[config.mk]
export PLATFORM = sky130hd
export DESIGN_NAME = riscv_biu_arbiter
export DESIGN_NICKNAME = d
export VERILOG_FILES = /design/src/rtl/biu_constants_pkg.sv /design/src/rtl/riscv_biu_arb_cnt.sv /design/src/rtl/riscv_biu_arbiter.sv
export SDC_FILE = /design/constraint.sdc
export NUM_CORES = 1
export LEC_CHECK = 0
export CAP_MARGIN = 30
export CORE_AREA = 8 8 122 124
export CTS_BUF_LIST = sky130_fd_sc_hd__clkbuf_4 sky130_fd_sc_hd__clkbuf_8
export DETAILED_ROUTE_END_ITERATION = 6
export DIE_AREA = 0 0 130 132
export SETUP_SLACK_MARGIN = 0.05
export SLEW_MARGIN = 20
export SYNTH_ARGS = -nofsm -noshare
export SYNTH_HDL_FRONTEND = slang
export SYNTH_SLANG_ARGS = --single-unit
[constraint.sdc]
create_clock -name clk_i -period 4.8 [get_ports clk_i]
set_input_delay 0.96 -clock clk_i [delete_from_list [all_inputs] [get_ports clk_i]]
set_output_delay 0.96 -clock clk_i [all_outputs]
set_load 0.05 [all_outputs]
[src/rtl/biu_constants_pkg.sv]
// biu_constants_pkg: shared BIU transfer types plus the arbiter owner encoding.
package biu_constants_pkg;
  typedef enum logic [2:0] {
    BYTE  = 3'd0,
    HWORD = 3'd1,
    WORD  = 3'd2,
    DWORD = 3'd3,
    QWORD = 3'd4
  } biu_size_t;

  typedef logic [2:0] biu_prot_t;

  typedef enum logic [1:0] {
    ARB_IDLE = 2'b00,
    ARB_IF   = 2'b01,
    ARB_DM   = 2'b10
  } arb_owner_t;
endpackage

[src/rtl/riscv_biu_arb_cnt.sv]
// riscv_biu_arb_cnt: saturating up/down counter of accepted-but-unanswered BIU transfers.
module riscv_biu_arb_cnt #(
  parameter int MAX_PEND = 2,
  parameter int CW       = $clog2(MAX_PEND) + 1
) (
  input  logic clk_i,
  input  logic rst_i,
  input  logic inc,
  input  logic dec,
  input  logic clr,
  output logic full,
  output logic zero,
  output logic nxt_zero
);
  logic [CW-1:0] cnt, cnt_nxt;
  logic up, dn;
  assign up       = inc & ~dec & ~full;
  assign dn       = dec & ~inc & ~zero;
  assign cnt_nxt  = clr ? '0 : up ? cnt + CW'(1) : dn ? cnt - CW'(1) : cnt;
  assign full     = cnt >= CW'(MAX_PEND);
  assign zero     = cnt == '0;
  assign nxt_zero = cnt_nxt == '0;
  always_ff @(posedge clk_i or posedge rst_i)
    if (rst_i) cnt <= '0;
    else cnt <= cnt_nxt;
endmodule

[src/rtl/riscv_biu_arbiter.sv]
// riscv_biu_arbiter: shares one BIU request port between IF and DM requesters.
// Define RISCV_BIU_ARB_RR_EN for round-robin tie-breaking instead of fixed DM priority.
module riscv_biu_arbiter
  import biu_constants_pkg::*;
#(
  parameter int XLEN     = 32,
  parameter int MAX_PEND = 2
) (
  input  logic            clk_i,
  input  logic            rst_i,
  input  logic            flush_i,
  input  logic            if_req_i,
  input  logic [XLEN-1:0] if_adr_i,
  input  biu_size_t       if_size_i,
  input  logic            if_lock_i,
  input  biu_prot_t       if_prot_i,
  input  logic            if_we_i,
  input  logic [XLEN-1:0] if_d_i,
  output logic            if_ack_o,
  output logic            if_d_ack_o,
  output logic [XLEN-1:0] if_q_o,
  input  logic            dm_req_i,
  input  logic [XLEN-1:0] dm_adr_i,
  input  biu_size_t       dm_size_i,
  input  logic            dm_lock_i,
  input  biu_prot_t       dm_prot_i,
  input  logic            dm_we_i,
  input  logic [XLEN-1:0] dm_d_i,
  output logic            dm_ack_o,
  output logic            dm_d_ack_o,
  output logic [XLEN-1:0] dm_q_o,
  output logic            biu_req_o,
  output logic [XLEN-1:0] biu_adr_o,
  output biu_size_t       biu_size_o,
  output logic            biu_lock_o,
  output biu_prot_t       biu_prot_o,
  output logic            biu_we_o,
  output logic [XLEN-1:0] biu_d_o,
  input  logic            biu_ack_i,
  input  logic            biu_d_ack_i,
  input  logic [XLEN-1:0] biu_q_i,
  output arb_owner_t      owner_o
);
  arb_owner_t state, sel, idle_sel, tie_sel, last_grant;
  logic grant_if, grant_dm, sel_req, accept, lock_q, lock_nxt, rel;
  logic full, zero, nxt_zero, own_req, oth_req;
`ifdef RISCV_BIU_ARB_RR_EN
  assign tie_sel = last_grant == ARB_IF ? ARB_DM : ARB_IF;
`else
  logic last_grant_unused;
  assign last_grant_unused = ^last_grant;
  assign tie_sel = ARB_DM;
`endif
  assign idle_sel = if_req_i & dm_req_i ? tie_sel : dm_req_i ? ARB_DM : if_req_i ? ARB_IF : ARB_IDLE;
  assign sel      = state == ARB_IDLE ? idle_sel : state;
  assign grant_if = sel == ARB_IF;
  assign grant_dm = sel == ARB_DM;
  assign sel_req  = grant_dm ? dm_req_i : grant_if & if_req_i;
  assign biu_req_o  = sel_req & ~full & ~flush_i & ~rst_i;
  assign biu_adr_o  = grant_dm ? dm_adr_i  : if_adr_i;
  assign biu_size_o = grant_dm ? dm_size_i : if_size_i;
  assign biu_lock_o = grant_dm ? dm_lock_i : if_lock_i;
  assign biu_prot_o = grant_dm ? dm_prot_i : if_prot_i;
  assign biu_we_o   = grant_dm ? dm_we_i   : if_we_i;
  assign biu_d_o    = grant_dm ? dm_d_i    : if_d_i;
  assign accept     = biu_req_o & biu_ack_i;
  assign if_ack_o   = accept & grant_if;
  assign dm_ack_o   = accept & grant_dm;
  assign if_d_ack_o = biu_d_ack_i & (state == ARB_IF);
  assign dm_d_ack_o = biu_d_ack_i & (state == ARB_DM);
  assign if_q_o     = biu_q_i;
  assign dm_q_o     = biu_q_i;
  assign owner_o    = state;
  assign lock_nxt = ~flush_i & (accept ? biu_lock_o : lock_q);
  assign own_req  = state == ARB_DM ? dm_req_i : if_req_i;
  assign oth_req  = state == ARB_DM ? if_req_i : dm_req_i;
  // a waiting peer forces release even if the owner keeps requesting
  assign rel      = nxt_zero & ~lock_nxt & (~own_req | oth_req);

  riscv_biu_arb_cnt #(.MAX_PEND(MAX_PEND)) u_cnt (
    .clk_i    (clk_i),
    .rst_i    (rst_i),
    .inc      (accept),
    .dec      (biu_d_ack_i & ~zero),
    .clr      (1'b0),
    .full     (full),
    .zero     (zero),
    .nxt_zero (nxt_zero)
  );

  always_ff @(posedge clk_i or posedge rst_i)
    if (rst_i) begin
      state      <= ARB_IDLE;
      lock_q     <= 1'b0;
      last_grant <= ARB_IF;
    end else begin
      lock_q <= lock_nxt;
      if (state == ARB_IDLE && accept) begin
        state      <= sel;
        last_grant <= sel;
      end else if (state != ARB_IDLE && rel) state <= ARB_IDLE;
    end
endmodule

==> impl_metrics.yaml <==
floorplan:
  io_pins: 326
  design.core.area_um2: 13000
  rows: 42
  die-area_um2: 17200
  dieHeight_um: 132
  die_w_um: 130
  initial_utilization_pct: 13.3
synth:
  synth_area_leaders: "mux2_2 (46%), buf_4 (28%), dfrtp_1 (7.2%), clkbuf_1 (1.7%), ha_1 (1.4%)"
  syn-num-nets: 372
  ys_seq_area_share_pct: 7.25
  yosysTopAreaCell: "mux2_2"
  postSynth.asyncResetShare_pct: 100
  synth_area_um2: 1730
  synth_top_area_share_pct: 46.3
  synth_ff_type: "dfrtp_1"
  synth-seq-cells: 5
  synthCells: 187
  yosys_warnings: 0
  synth.distinct_cells: 29
  syn_avg_cell_area_um2: 9.23
  synth-edff-count: 0
cells_and_area:
  finalNetCount: 537
  antenna_cells: 0
  final_util_pct: 28.7
  area_growth_pct: 116
  drive_gt1_share_pct: 34.2
worst_hold_path:
  hold_path.class: "reg2reg"
clock_tree:
  cts-root-buf: "clkbuf_8"
  cts_tree: "yes"
  path_clk_slew_ns: 0.03
  clock_sinks: 5
  postCtsSetupBuffers: 0
  cts_resized: 0
  insertion_delay_ns: 0.22
  cts_inserted_buffers: 3
  cts_hold_buf: 0
  cts_max_level: 1
  cts_buffer_depth: 2
run:
  maxCapViolCount: 0
worst_setup_path:
  end_kind: "primary output"
  startpoint: "dm_req_i"
  worstReg2RegEnd: "owner_o[1]"
  cp.depth: 5
  crit_path_start_kind: "primary input"
  critPathTopFamily: "buffers and inverters"
  critPathBufInv: 3
  reg2reg_depth: 7
  critPathMaxFanout: 31
  endpoint: "biu_d_o[23]"
  r2r_start: "u_cnt.cnt[1]"
  slowest_stage: "clkdlybuf4s50_1"
  path_cells: "clkdlybuf4s50_1 > o21bai_4 > buf_4 > mux2_2 > clkdlybuf4s50_1"
  crit_type: "in2out"
  crit_required_ns: 3.84
  path_common_cell: "clkdlybuf4s50_1"
  arrival_ns: 3.12
  cpPeakStageDelay_ns: 0.72
  rrSetupSlack_ns: 2.58
timing:
  drv_slew: 0
  layout_min_cycle_time_ns: 4.08
  rsz0062_at_grt: "false"
  relSlewSlack_pct: 64.8
  setup-tns-final_ns: 0
  hold_viol: 0
  fmax_ghz: 0.245
  hold_ws_ns: 0.506
  setup_violations: 0
  worst_pin_slew_ns: 0.527
  fin_crit_sh_pct: 85.0
  clock-skew-final_ns: 0.00112
power_and_ir_drop:
  clock_power_share_pct: 4.7
  ir_drop_mv: 0.248
  seq_power_share_pct: 4.6
  power.switching_mw: 0.992
  sw_frac_of_total_pct: 57.7
  powerDensity_nw_per_um2: 462
  internal_power_mw: 0.726
  power.leakage_nw: 1.43
  combinationalPowerShare_pct: 90.6
drt:
  viasPerCell: 3.68
  vias: 1938
  first_pass_iters: 4
  drt_iter0_markers: 54
  drcViolationCount: 0
  finalWirelength_um: 11000
  routedWlPerCell_um: 20.8
  drtAntennaViolNets: 0
placed_design:
  gp_congestion: 0.774
  portBuffers: 229
  dp_hpwl_um: 10000
grt:
  track_usage_pct: 12.1
  grt_pass1_wl_um: 15300
  antenna_found_initial: 0
  first_global_vias: 2332
  grt_max_degree: 32
  grt_overflow: 0
outcome:
  status: "finished, final reports clean"
placed cells by master (no fill, tap or decap):
cell type and instances:
dfrtp_1 5, and2_1 1, or2b_1 1, a21oi_1 1, o22ai_2 1, o21a_1 1
xnor2_1 1, buf_4 38, nand2_1 3, nor4_2 1, mux2_1 1, nor4_4 1
clkdlybuf4s50_1 194, and3_2 1, mux2i_1 2, nand2b_1 1, nand3b_1 1, o21bai_4 1
o21ai_0 1, clkbuf_4 1, clkbuf_8 3, ha_1 2, nor2_1 3, nor2b_1 4
o211ai_4 1, nor3_1 2, mux2_2 71, inv_1 5, or4_1 1, o31a_2 1
o21ai_1 1
registers in the layout (all words and copies together) (netlist names):
signal	flops
lock_q	1
owner_o	2
u_cnt.cnt	2
per-layer routing:
layer	up-vias	global-route usage (%)	part of all wire (%)
li1	914	-	-
met1	871	12.7	36
met2	125	22.4	52
met3	28	4.37	11
met4	0	2.65	1.5
met5	-	0	0
logic make-up (layout without fill, tap and decap cells):
group | Yosys count | in the layout | synth area share, %
xor+xnor | 1 | 1 | 0.507
simple gates | 20 | 20 | 7.75
compound gates | 8 | 8 | 4.27
fa+ha+maj | 2 | 2 | 1.45
buf+inv | 77 | 241 | 30.7
mux | 74 | 74 | 48.1
flops | 5 | 5 | 7.25
worst min-delay path by stage:
| stage | from | to | slack, ns | cells past startpoint |
|---|---|---|---|---|
| after global placement | u_cnt.cnt[0] | u_cnt.cnt[0] | 0.50 | 1 |
| after global routing | u_cnt.cnt[0] | u_cnt.cnt[0] | 0.55 | 1 |
| after CTS | u_cnt.cnt[0] | u_cnt.cnt[0] | 0.51 | 1 |
| after detailed placement | u_cnt.cnt[0] | u_cnt.cnt[0] | 0.51 | 1 |
| after floorplan | u_cnt.cnt[0] | u_cnt.cnt[0] | 0.48 | 1 |
| final | u_cnt.cnt[0] | u_cnt.cnt[0] | 0.51 | 1 |
cell usage after synthesis (all sizes together), types with 2 or more instances:
master	count
buf	64
clkbuf	8
dfrtp	5
ha	2
inv	5
mux2	72
mux2i	2
nand2	3
nor2	3
nor2b	4
nor3	2
nor4	2
o21ai	2
through the flow:
step                cells  power [mW]  cell area [um^2]  setup WS (ns)
floorplan             187        1.25              1730           1.37
global placement      523        1.63              3670          0.737
detailed placement    523        1.65              3670          0.692
CTS                   527        1.73              3720          0.692
global route          527        1.79              3720          0.621
finish                527        1.72              3720          0.721
final cells by class:
cell class	count	area, um^2
flip-flops and latches	5	125
inverters	5	18.8
fillers	1396	9260
repair buffers	232	2230
well taps	176	220
clock buffers	4	48.8
multi-input cells	105	1080
power groups by stage:
stage	registers [mW]	logic (mW)	clock network, mW
6_report	0.0798	1.56	0.0809
5_1_grt	0.0833	1.62	0.0872
4_1_cts	0.0799	1.57	0.0833
3_5_place_dp	0.0805	1.56	0
3_3_place_gp	0.0803	1.55	0
2_1_floorplan	0.0952	1.15	0
Power figures use the tool's default switching activity.
==> patch, RTL diff (same settings) <==
`MAX_PEND` is set to 2 in 2 places; all go to 1.
--- a/src/rtl/riscv_biu_arb_cnt.sv
+++ b/src/rtl/riscv_biu_arb_cnt.sv
@@ -1,5 +1,5 @@
 // riscv_biu_arb_cnt: saturating up/down counter of accepted-but-unanswered BIU transfers.
 module riscv_biu_arb_cnt #(
-  parameter int MAX_PEND = 2,
+  parameter int MAX_PEND = 1,
   parameter int CW       = $clog2(MAX_PEND) + 1
 ) (
--- a/src/rtl/riscv_biu_arbiter.sv
+++ b/src/rtl/riscv_biu_arbiter.sv
@@ -5,5 +5,5 @@
 #(
   parameter int XLEN     = 32,
-  parameter int MAX_PEND = 2
+  parameter int MAX_PEND = 1
 ) (
   input  logic            clk_i,
Behaviour: not the same (a bounded check fails within 4 cycles, from zero or initial values and one cycle with rst_i high).
==> patch against the unedited design <==
Wire length is 18% lower; highest routed layer unchanged; worst hold slack better by 0.019 ns; utilization is 0.51 points lower; die area stayed put; setup slack better by 0.0028 ns; area after synthesis is 6.7% lower; critical endpoint is now if_ack_o; cell area is 1.8% lower; critical path depth is 1 lower; sequential cell count is 1 lower; cell count is 2.3% lower; clock skew is 0.0025 ns higher.
Power is not compared: it rests on default switching activity, and its combinational part moved more than twofold at a synthesized area within 25%.
==> patch: results (changes against the unedited design) <==
* Status: complete, no violations (unchanged)
* Mux contribution to synthesized area at 50.9% (was 48.1%)
* Reg2Reg Depth at 5 (was 7)
* Synth Area in XOR/XNOR at 0% (was 0.507%)
* Vias in the first global route at 2236 (was 2332)
* Wire length of the first global-routing pass at 13000 µm (was 15300 µm)
* Synth Area in Adders at 0% (was 1.45%)
* Clock skew at 0.00364 ns (was 0.00112 ns)
* GRT Resource Usage Total at 9.61% (was 12.1%)
* Synth Area in Compound Gates at 3.65% (was 4.28%)
* Crit Reg-Reg Endpoint: lock_q (was owner_o[1])
* Synth top cells by count: 72 x mux2_2, 64 x buf_4, 8 x buf_2, 5 x inv_1 (was 71 x mux2_2, 64 x buf_4, 8 x clkbuf_1, 5 x dfrtp_1, 5 x inv_1)
* GP Congestion at 0.822 (was 0.774)
* Largest net degree at the start of global routing at 53 (was 32)
* FF-to-FF Start: owner_o[1] (was u_cnt.cnt[1])
* Critical Path End: if_ack_o (was biu_d_o[23])
* R2R setup slack at 3.19 ns (was 2.58 ns)
* CP Launch Point: flush_i (was dm_req_i)
* Least-Margin Pin Slew at 0.550 ns (was 0.527 ns)
* Layout cell share with drive strength beyond 1 at 26.0% (was 34.2%)
* Post-CTS setup buffer count at 0 (unchanged)
* Register area share after synthesis at 6.21% (was 7.25%)
* Fillers at 1362 (was 1396)
* Skew-Pair Late Insertion Delay at 0.22 ns (about the same)
* DR vias/cell at 3.64 (was 3.68)
* Nets at 523 (was 537)
* CP Data Arrival Time at 3.12 ns (about the same)
* Worst-path clk slew at 0.03 ns (about the same)
* Synth area leaders: mux2_2 50%, buf_4 30%, dfrtp_1 6.2% (was mux2_2 46%, buf_4 28%, dfrtp_1 7.2%)
* Routed len/inst at 17.6 µm (was 20.8 µm)
* Post-synth top flop: dfrtp_1 (unchanged)
* Syn_nets at 360 (was 372)
* Synth cell types at 22 (was 29)
* Initial drt markers at 44 (was 54)
* Max FO, Critical Path at 6 (was 31)
patch: kinds of logic after synthesis:
family                 Yosys count
muxes                           73
and+or+nand+nor                 13
DFF                              4
AOI/OAI and AO/OA                9
buffers and inverters           78
patch: metrics by stage:
step / worst slack [ns] / instances / instance area (µm²) / util (%) / power, W
floorplan: 0.959 / 177 / 1610 / - / 0.000503
global route: 0.667 / 515 / 3660 / 28.2 / 0.000708
global placement: 0.739 / 511 / 3610 / 27.8 / 0.000611
CTS: 0.723 / 514 / 3650 / 28.2 / 0.000687
finish: 0.724 / 515 / 3660 / 28.2 / 0.000678
detailed placement: 0.718 / 511 / 3610 / 27.8 / 0.000613
patch: final cells by class:
cell class | instances | area [µm²] | area share [%]
repair buffers | 231 | 2300 | 62.9
multi-input cells | 95 | 972 | 26.6
well taps | 176 | 220 | 6.02
flip-flops and latches | 4 | 100 | 2.74
clock buffers | 3 | 41.3 | 1.13
inverters | 5 | 18.8 | 0.513
diodes | 1 | 2.50 | 0.0684
patch: power groups by stage:
stage          combinational [W]  sequential (W)  clock [W]
2_1_floorplan           0.000464       0.0000395          0
3_3_place_gp            0.000573       0.0000378          0
3_5_place_dp            0.000575       0.0000379          0
4_1_cts                 0.000578       0.0000375  0.0000714
5_1_grt                 0.000596       0.0000378  0.0000747
6_report                0.000570       0.0000374  0.0000697
patch: worst min-delay path by stage:
stage                 from     end  slack (ns)  cells after the start
detailed placement  lock_q  lock_q        0.54                      2
CTS                 lock_q  lock_q        0.54                      2
global placement    lock_q  lock_q        0.56                      2
floorplan           lock_q  lock_q        0.49                      2
finish              lock_q  lock_q        0.53                      2
global route        lock_q  lock_q        0.55                      2
patch: critical path, cell delays in order:
cell,delay [ns]
clkdlybuf4s50_1,0.47
or4b_1,0.65
nor3_1,0.21
clkdlybuf4s50_1,0.83
patch: layer usage:
layer  global-route usage [%]  routed length [µm]  up-vias
met4                     3.49                 199        0
li1                         -                   -      875
met1                     8.69                2840      827
met2                     18.3                4640      147
met5                        0                   0        -
met3                     4.13                1370       26
